<file path="src/rtl/mult_div_unit_if.sv">
// mult_div_unit_if: control-unit <-> multiply/divide unit handshake and HI/LO bus.
// MDU_MTHILO_EN adds the hilo_we/hilo_wdata direct-write lines.
interface mult_div_unit_if #(parameter int WIDTH = 16);
  logic             start;
  logic [1:0]       op;
  logic [WIDTH-1:0] src_a;
  logic [WIDTH-1:0] src_b;
  logic             flush;
  logic             busy;
  logic             done;
  logic [WIDTH-1:0] hi;
  logic [WIDTH-1:0] lo;
  logic             div_by_zero;
`ifdef MDU_MTHILO_EN
  logic [1:0]       hilo_we;
  logic [WIDTH-1:0] hilo_wdata;
`endif
  modport master(
    output start, op, src_a, src_b, flush,
`ifdef MDU_MTHILO_EN
    output hilo_we, hilo_wdata,
`endif
    input busy, done, hi, lo, div_by_zero
  );
  modport slave(
    input start, op, src_a, src_b, flush,
`ifdef MDU_MTHILO_EN
    input hilo_we, hilo_wdata,
`endif
    output busy, done, hi, lo, div_by_zero
  );
endinterface

</file>
<file path="src/rtl/mult_div_unit.sv">
// mult_div_unit: multi-cycle MULT/MULTU/DIV/DIVU (shift-add / restoring divide) into HI/LO.
// MDU_MTHILO_EN enables direct HI/LO writes while idle.
module mult_div_unit #(
  parameter int WIDTH = 16
) (
  input logic            clk,
  input logic            rst_n,
  mult_div_unit_if.slave m
);
  localparam int CW = $clog2(WIDTH);
  typedef enum logic [1:0] {IDLE, CALC, FIX} state_t;
  state_t state, state_nx;
  logic [CW-1:0]      cnt;
  logic [1:0]         op_r;
  logic               sa, sb, bz;
  logic [WIDTH-1:0]   a_raw, d, q;
  logic [WIDTH:0]     r;
  logic               accept, busy_nx, done_nx, sa_in, sb_in, dneg;
  logic [WIDTH-1:0]   mag_a, mag_b, quo, rem, res_hi, res_lo;
  logic [WIDTH:0]     msum, dsh, dsub;
  logic [2*WIDTH-1:0] prod, prod_s;
  assign accept = state == IDLE && m.start && !m.flush;
  assign sa_in  = m.op[0] & m.src_a[WIDTH-1];
  assign sb_in  = m.op[0] & m.src_b[WIDTH-1];
  assign mag_a  = sa_in ? -m.src_a : m.src_a;
  assign mag_b  = sb_in ? -m.src_b : m.src_b;
  always_ff @(posedge clk or negedge rst_n)
    if (!rst_n) state <= IDLE;
    else        state <= state_nx;
  always_comb
    state_nx = m.flush       ? IDLE :
               state == IDLE ? (accept ? CALC : IDLE) :
               state == CALC ? (cnt == CW'(WIDTH - 1) ? FIX : CALC) :
                               IDLE;
  always_comb begin
    busy_nx = state_nx != IDLE;
    done_nx = state == FIX && !m.flush;
  end
  // r:q is the running {partial product, multiplier} or {remainder, dividend}
  assign msum = {1'b0, r[WIDTH-1:0]} + (q[0] ? {1'b0, d} : '0);
  assign dsh  = {r[WIDTH-1:0], q[WIDTH-1]};
  assign dsub = dsh - {1'b0, d};
  assign dneg = dsh < {1'b0, d};
  always_ff @(posedge clk or negedge rst_n)
    if (!rst_n) begin
      op_r  <= '0;
      sa    <= 1'b0;
      sb    <= 1'b0;
      bz    <= 1'b0;
      a_raw <= '0;
      d     <= '0;
      q     <= '0;
      r     <= '0;
      cnt   <= '0;
    end else if (accept) begin
      op_r  <= m.op;
      sa    <= sa_in;
      sb    <= sb_in;
      bz    <= m.src_b == '0;
      a_raw <= m.src_a;
      d     <= m.op[1] ? mag_b : mag_a;
      q     <= m.op[1] ? mag_a : mag_b;
      r     <= '0;
      cnt   <= '0;
    end else if (state == CALC) begin
      cnt <= cnt + 1'b1;
      r   <= op_r[1] ? (dneg ? dsh : dsub) : {1'b0, msum[WIDTH:1]};
      q   <= op_r[1] ? {q[WIDTH-2:0], ~dneg} : {msum[0], q[WIDTH-1:1]};
    end
  always_comb begin
    prod   = {r[WIDTH-1:0], q};
    prod_s = (sa ^ sb) ? -prod : prod;
    quo    = (sa ^ sb) ? -q : q;
    rem    = sa ? -r[WIDTH-1:0] : r[WIDTH-1:0];
    res_hi = !op_r[1] ? prod_s[2*WIDTH-1:WIDTH] : bz ? a_raw : rem;
    res_lo = !op_r[1] ? prod_s[WIDTH-1:0] : bz ? '1 : quo;
  end
  always_ff @(posedge clk or negedge rst_n)
    if (!rst_n) begin
      m.busy        <= 1'b0;
      m.done        <= 1'b0;
      m.hi          <= '0;
      m.lo          <= '0;
      m.div_by_zero <= 1'b0;
    end else begin
      m.busy <= busy_nx;
      m.done <= done_nx;
      if (done_nx) begin
        m.hi          <= res_hi;
        m.lo          <= res_lo;
        m.div_by_zero <= op_r[1] & bz;
      end
`ifdef MDU_MTHILO_EN
      else if (state == IDLE && !accept) begin
        if (m.hilo_we[1]) m.hi <= m.hilo_wdata;
        if (m.hilo_we[0]) m.lo <= m.hilo_wdata;
      end
`endif
    end
endmodule

</file>
<file path="src/flat_wrapper.sv">
// flat-port wrapper written by rule: the top's interface ports become plain ports
module mult_div_unit_flat 
#(
  parameter int WIDTH = 16
)
  (clk, rst_n, m_start, m_op, m_src_a, m_src_b, m_flush, m_busy, m_done, m_hi, m_lo, m_div_by_zero);
  mult_div_unit_if #(.WIDTH(WIDTH)) m_i ();
  input logic clk;
  input logic rst_n;
  input wire logic [$bits(m_i.start)-1:0] m_start;
  input wire logic [$bits(m_i.op)-1:0] m_op;
  input wire logic [$bits(m_i.src_a)-1:0] m_src_a;
  input wire logic [$bits(m_i.src_b)-1:0] m_src_b;
  input wire logic [$bits(m_i.flush)-1:0] m_flush;
  output wire logic [$bits(m_i.busy)-1:0] m_busy;
  output wire logic [$bits(m_i.done)-1:0] m_done;
  output wire logic [$bits(m_i.hi)-1:0] m_hi;
  output wire logic [$bits(m_i.lo)-1:0] m_lo;
  output wire logic [$bits(m_i.div_by_zero)-1:0] m_div_by_zero;
  assign m_i.start = m_start;
  assign m_i.op = m_op;
  assign m_i.src_a = m_src_a;
  assign m_i.src_b = m_src_b;
  assign m_i.flush = m_flush;
  assign m_busy = m_i.busy;
  assign m_done = m_i.done;
  assign m_hi = m_i.hi;
  assign m_lo = m_i.lo;
  assign m_div_by_zero = m_i.div_by_zero;
  mult_div_unit #(.WIDTH(WIDTH)) u_core (.clk(clk), .rst_n(rst_n), .m(m_i));
endmodule
</file>
<file path="config.mk">
export PLATFORM = sky130hd
export DESIGN_NAME = mult_div_unit_flat
export DESIGN_NICKNAME = d
export VERILOG_FILES = /design/src/rtl/mult_div_unit_if.sv /design/src/rtl/mult_div_unit.sv /design/src/flat_wrapper.sv
export SDC_FILE = /design/constraint.sdc
export NUM_CORES = 1
export LEC_CHECK = 0
export BUFFER_PORTS_ARGS = -buffer_cell sky130_fd_sc_hd__buf_4
export CORE_ASPECT_RATIO = 1.5
export CORE_MARGIN = 5
export CORE_UTILIZATION = 55
export CTS_BUF_LIST = sky130_fd_sc_hd__clkbuf_4 sky130_fd_sc_hd__clkbuf_8
export CTS_CLUSTER_DIAMETER = 40
export DETAILED_ROUTE_END_ITERATION = 8
export GPL_TIMING_DRIVEN = 0
export PLACE_DENSITY = 0.74
export SYNTH_ARGS = -nofsm -noshare
export SYNTH_HDL_FRONTEND = slang
export SYNTH_SLANG_ARGS = --single-unit
export TNS_END_PERCENT = 1
</file>
<file path="constraint.sdc">
create_clock -name clk -period 4.9 [get_ports clk]
set_input_delay 0.49 -clock clk [delete_from_list [all_inputs] [get_ports clk]]
set_output_delay 0.49 -clock clk [all_outputs]
set_load 0.02 [all_outputs]
</file>
### Yosys cells after proc, flatten, opt, wreduce, memory -nomap -nowiden

Index checks and enable logic that the tools add are counted.
Widths: inputs -> output; s select.

| storage, ports and cells | value |
|---|---|
| register bits after elaboration | 110 |
| input port bits | 38 |
| output and inout bits | 35 |
| logic and storage cells | 66 |

| operators by class | value |
|---|---|
| add/subtract/negate cells | 8 |
| magnitude comparators | 1 |
| equal/unequal tests | 3 |
| mux-type cells | 26 |
| bitwise operators | 5 |
| reduce and logical (&&, ||, !) cells | 8 |

Operators by type and width:

| operator | number |
|---|---|
| $mux 16 | 18 |
| $neg 16->16 | 4 |
| $mux 32 | 1 |
| $neg 32->32 | 1 |
| $add 16x16->17 | 1 |
| $lt 17x16->1 | 1 |
| $logic_not 16->1 | 1 |
| $sub 16x16->16 | 1 |
| $mux 2 | 4 |
| $mux 4 | 2 |
| $add 4x1->4 const B | 1 |
| $eq 4x4->1 const B | 1 |
| $reduce_bool 2->1 | 2 |
| $and 1x1->1 | 3 |
| $logic_and 1x1->1 | 3 |
| $eq 2x1->1 const B | 1 |
| $eq 2x2->1 const B | 1 |
| $logic_not 2->1 | 1 |
| $logic_not 1->1 | 1 |
| $mux 1 | 1 |
| $not 1->1 | 1 |
| $xor 1x1->1 | 1 |

### Logic depth before layout (Yosys ltp)

| logic depth | value |
|---|---|
| depth in word-level cells | 7 |
| depth in mapped cells | 12 |
| mapped depth without buffers | 11 |

### Worst setup path before layout

No wires, ideal clock.

| timing path | value |
|---|---|
| path kind | register to register |
| start point | register u_core.q[0] |
| end point | register u_core.r[15] |
| setup time | 122 ps |
| arrival | 2,828 ps |
| required time | 4,778 ps |
| setup slack | 1,950 ps |
| cell stages (with the launch flop) | 11 |
| buffers on the path | 1 |
| clock period less this slack | 2,950 ps |
| cells stage by stage | dfrtp_1 -> inv_1 -> clkbuf_1 -> nor2_1 -> ha_1 -> a2111o_1 -> o221ai_1 -> a21boi_1 -> or3b_1 -> a311o_1 -> a32o_1 |

| on the way | value |
|---|---|
| cells in the longest elaborated chain, start to end | 5 |

Ends and longest elaborated chain:

| element | line | RTL |
|---|---|---|
| from (decl) | mult_div_unit.sv:16 | `logic [WIDTH-1:0] a_raw, d, q;` |
| from (signal assigned) | mult_div_unit.sv:62 | `q <= m.op[1] ? mag_a : mag_b;` |
| from (signal assigned) | mult_div_unit.sv:68 | `q <= op_r[1] ? {q[WIDTH-2:0], ~dneg} : {msum[0], q[WIDTH-1:1]};` |
| $mux 16 | mult_div_unit.sv:40 | `assign msum = {1'b0, r[WIDTH-1:0]} + (q[0] ? {1'b0, d} : '0);` |
| $add 16x16->17 | mult_div_unit.sv:40 |  |
| $mux 16 | mult_div_unit.sv:67 | `r <= op_r[1] ? (dneg ? dsh : dsub) : {1'b0, msum[WIDTH:1]};` |
| $mux 16 | mult_div_unit.sv:65 | `end else if (state == CALC) begin` |
| $mux 16 | mult_div_unit.sv:55 | `end else if (accept) begin` |
| to (signal assigned) | mult_div_unit.sv:67 |  |
| to (decl) | mult_div_unit.sv:17 | `logic [WIDTH:0] r;` |

No other way between the ends. The select of a mux whose other input is x is not followed.
A chain may end at the register's enable or synchronous reset.

### Final worst setup path

Same ends and word-level chain as after synthesis.

==> results.md <==
- Antenna Violating Nets Remaining: 0
- Area fraction in compound gates after synthesis: 0.220
- DR vias/cell: 6.18
- WL/cell: 20.2 µm
- Slowest cell on the critical path: clkbuf_1
- WP data required: between 5000 and 6000 ps
- Nets: ~1.2k
- Max cap viols: 0
- TritonCTS Buffers: 9
- Yosys warning total: 0
- DPL Wire Length: about 21000 µm
- Drc violations: 0
- Switch Pwr: between 2 and 2.5 mW
- Final Worst Setup Slack: 1050 ps
- Setup crit end kind: flop
- CP delay by family, top: compound AO/OA/AOI/OAI gates
- Synth cell types: 76
- Clk root buf: clkbuf_8
- Buffers added on ports: between 70 and 80
- Highest net fanout along the worst path: 10
- Post-synth EDFFs: 0
- Width of the die: around 110 µm
- N_diodes: 0
- Critical Path AT: 4130 ps
- H-Tree Depth: 3
- Bufs and invs on worst path: 2
- Vias in the first global route: slightly below 8k
- CTS tree: built
- Final core utilization: 0.626
- Slew HR: 0.319
- Final period util: 0.786
- Worst skew pair latency: approximately 390 ps
- Post-CTS setup buffer count: 0
- Synth area leader: dfrtp_1
- IR drop worst, VDD: about 0.33 mV
- CTS resizes: 0
- Mapped cell area: 8400 µm²
- Cells after synthesis: a little over 1k
- Total number of vias: 8139
- Unrepaired setup endpoints after global routing: false
- Critical path class: reg -> reg
- CTS Sinks: 109
- Tot Pwr: between 4 and 5 mW
- Largest net degree at the start of global routing: 110
- FF+latch count, synth: roughly 110
- Leak: approximately 4.3 nW
- Combinational power share: 0.570
- Top post-synthesis cells by count: 133 x nand2_1, 109 x dfrtp_1, 106 x nor2_1
- Synth Area in XOR/XNOR: 0.0917
- Simple logic cell fraction of the synthesized area: 0.190
- Final Hold Vio Count: 0
- Post-synthesis mux area share: 0.0634
- Pre-CTS setup slack: ~1100 ps
- GRT Total Usage: 0.289
- Worst setup SP type: flop
- Drt first pass iters: 7
- Io pins: 73
- Net Sw Frac: 0.470
- Full die area: approximately 18000 µm²
- Initial core utilization: 0.558
- Largest family of logic cells by synthesized area: compound AO/OA/AOI/OAI gates
- Ys async rst share: 1.00
- Synth-to-Final Area Change: 12.3%
- Fillers: approximately 1.4k
- CP peak stage delay: about 580 ps
- Internal power: between 2 and 2.5 mW
- Post-synthesis sequential area ratio: 0.325
- Clock skew: between 10 and 15 ps
- R2R Setup Slk: between 1000 and 1500 ps
- Total global routing overflow: 0
- Worst Hold Class: in -> reg
- PwrDens: around 470 nW/µm²
- Min Tclk post-route: ~3900 ps
- Buffer depth of the longest clock path: 2
- Most used DFF post-synth: dfrtp_1
- Worst slew pin tran: about 1000 ps
- TNS Setup: 0 ps
- Final Wtd Congestion: between 0.9 and 1
- Die height: about 160 µm
- 1st-iter DRT viols: 673
- Dominant cells by area after synthesis: dfrtp_1 32%, nand2_1 5.9%, ha_1 5.5%
- Most frequent cell after synthesis: nand2_1
- Adder-cell share of the synthesized area: 0.0599
- Layout cells sized above 1: 0.109
- Core area: about 15000 µm²
- First-pass GRT wire length: between 40000 and 50000 µm
- Mean Syn Cell Area: approximately 8.2 µm²
- Worst-path clk slew: around 110 ps
- Status: completed
- Cell chain of the critical path: inv_1 > clkbuf_1 > nor2_1 > ha_1 > a2111o_1 > o221ai_1 > a21boi_1 > or3b_1 > a311o_1 > a32o_1
- Final wirelength: 26600 µm
- Top cell type's share of synthesized area: 0.325
- Syn_nets: between 1k and 1.5k
- Max Fclk: ~260 MHz
- Initial antenna violation count: 0
- Clock power frac: 0.134
- Slew Viols, Final: 0
- Final setup viols: 0
- Site Rows: 55
- Sequential power share: 0.297
## metrics by stage
step	area, µm²	cells	hold slack, ps
finish	9440	1318	291
global route	9440	1318	284
CTS	9400	1316	283
detailed placement	9190	1300	459
global placement	9190	1300	452
floorplan	8400	1030	194
## power groups by stage
| stage | Sequential, mW | Combinational (mW) | Clock (mW) |
|---|---|---|---|
| finish | 1.32 | 2.53 | 0.594 |
| global route | 1.34 | 2.77 | 0.641 |
| CTS | 1.31 | 2.50 | 0.608 |
| detailed placement | 1.33 | 2.48 | 0 |
| global placement | 1.32 | 2.45 | 0 |
| floorplan | 1.25 | 1.88 | 0 |
## placed cells by master, fill, tap and decap left out, drive strengths merged, types with 6 or more instances in the layout
cell,count
nor4,13
o221ai,8
a22oi,6
o41ai,7
mux2,10
mux2i,42
buf,86
clkbuf,62
nand3,9
and2,6
inv,44
or3,7
nand2,133
o21ai,80
dfrtp,109
nand2b,13
o21a,10
a211oi,10
a21boi,6
ha,37
a21oi,76
xnor2,43
nor2,106
nor3,26
a31oi,14
a21o,6
o211ai,9
o31ai,14
xor2,45
## path summary, 6_finish.rpt
path	cells past startpoint	startpoint	end
setup / recovery	10	u_core.q[0]	u_core.r[15]
hold / removal	2	m_flush	u_core.state[1]
setup reg to reg	10	u_core.q[0]	u_core.r[15]
hold reg to reg	2	u_core.a_raw[14]	u_core.a_raw[14]
max in group asynchronous	3	rst_n	u_core.q[1]
min in group asynchronous	2	rst_n	u_core.r[8]
## flip-flops by register name, summed over array words and instances, names as in the netlist
signal                flops
u_core.sa                 1
u_core.bz                 1
u_core.m.div_by_zero      1
u_core.r                 16
u_core.state              2
u_core.q                 16
u_core.m.lo              16
u_core.cnt                4
u_core.m.done             1
u_core.a_raw             16
u_core.d                 16
u_core.sb                 1
u_core.op_r               1
u_core.m.hi              16
u_core.m.busy             1
## layer usage
metal | up-vias | share of wire | track usage
met5 | - | 0 | 0
met4 | 0 | 0.060 | 0.161
met3 | 84 | 0.057 | 0.0364
met2 | 362 | 0.49 | 0.505
met1 | 3861 | 0.39 | 0.343
li1 | 3832 | - | -
## logic make-up (layout without fill, tap and decap cells)
family | after synthesis | after routing
flops | 109 | 109
xor+xnor | 88 | 88
simple gates | 348 | 348
mux | 52 | 52
fa+ha+maj | 39 | 39
compound gates | 287 | 287
buf+inv | 107 | 196
## cell type report
class	instances	area, µm²	share of cell area
Inverter	40	150	0.0159
Sequential cell	109	2730	0.289
Clock inverter	7	87.6	0.00928
Clock buffer	9	124	0.0131
Buffer	67	277	0.0293
Tap cell	199	249	0.0264
Timing Repair Buffer	73	574	0.0609
Multi-Input combinational cell	814	5250	0.556
## what timing repair did
item | in CTS | in global routing
hold buffers | 0 | 1
endpoints found under the hold margin | 0 | 26
setup endpoints to repair | 0 | 0
No activity file was read; power rests on OpenSTA's default activity.
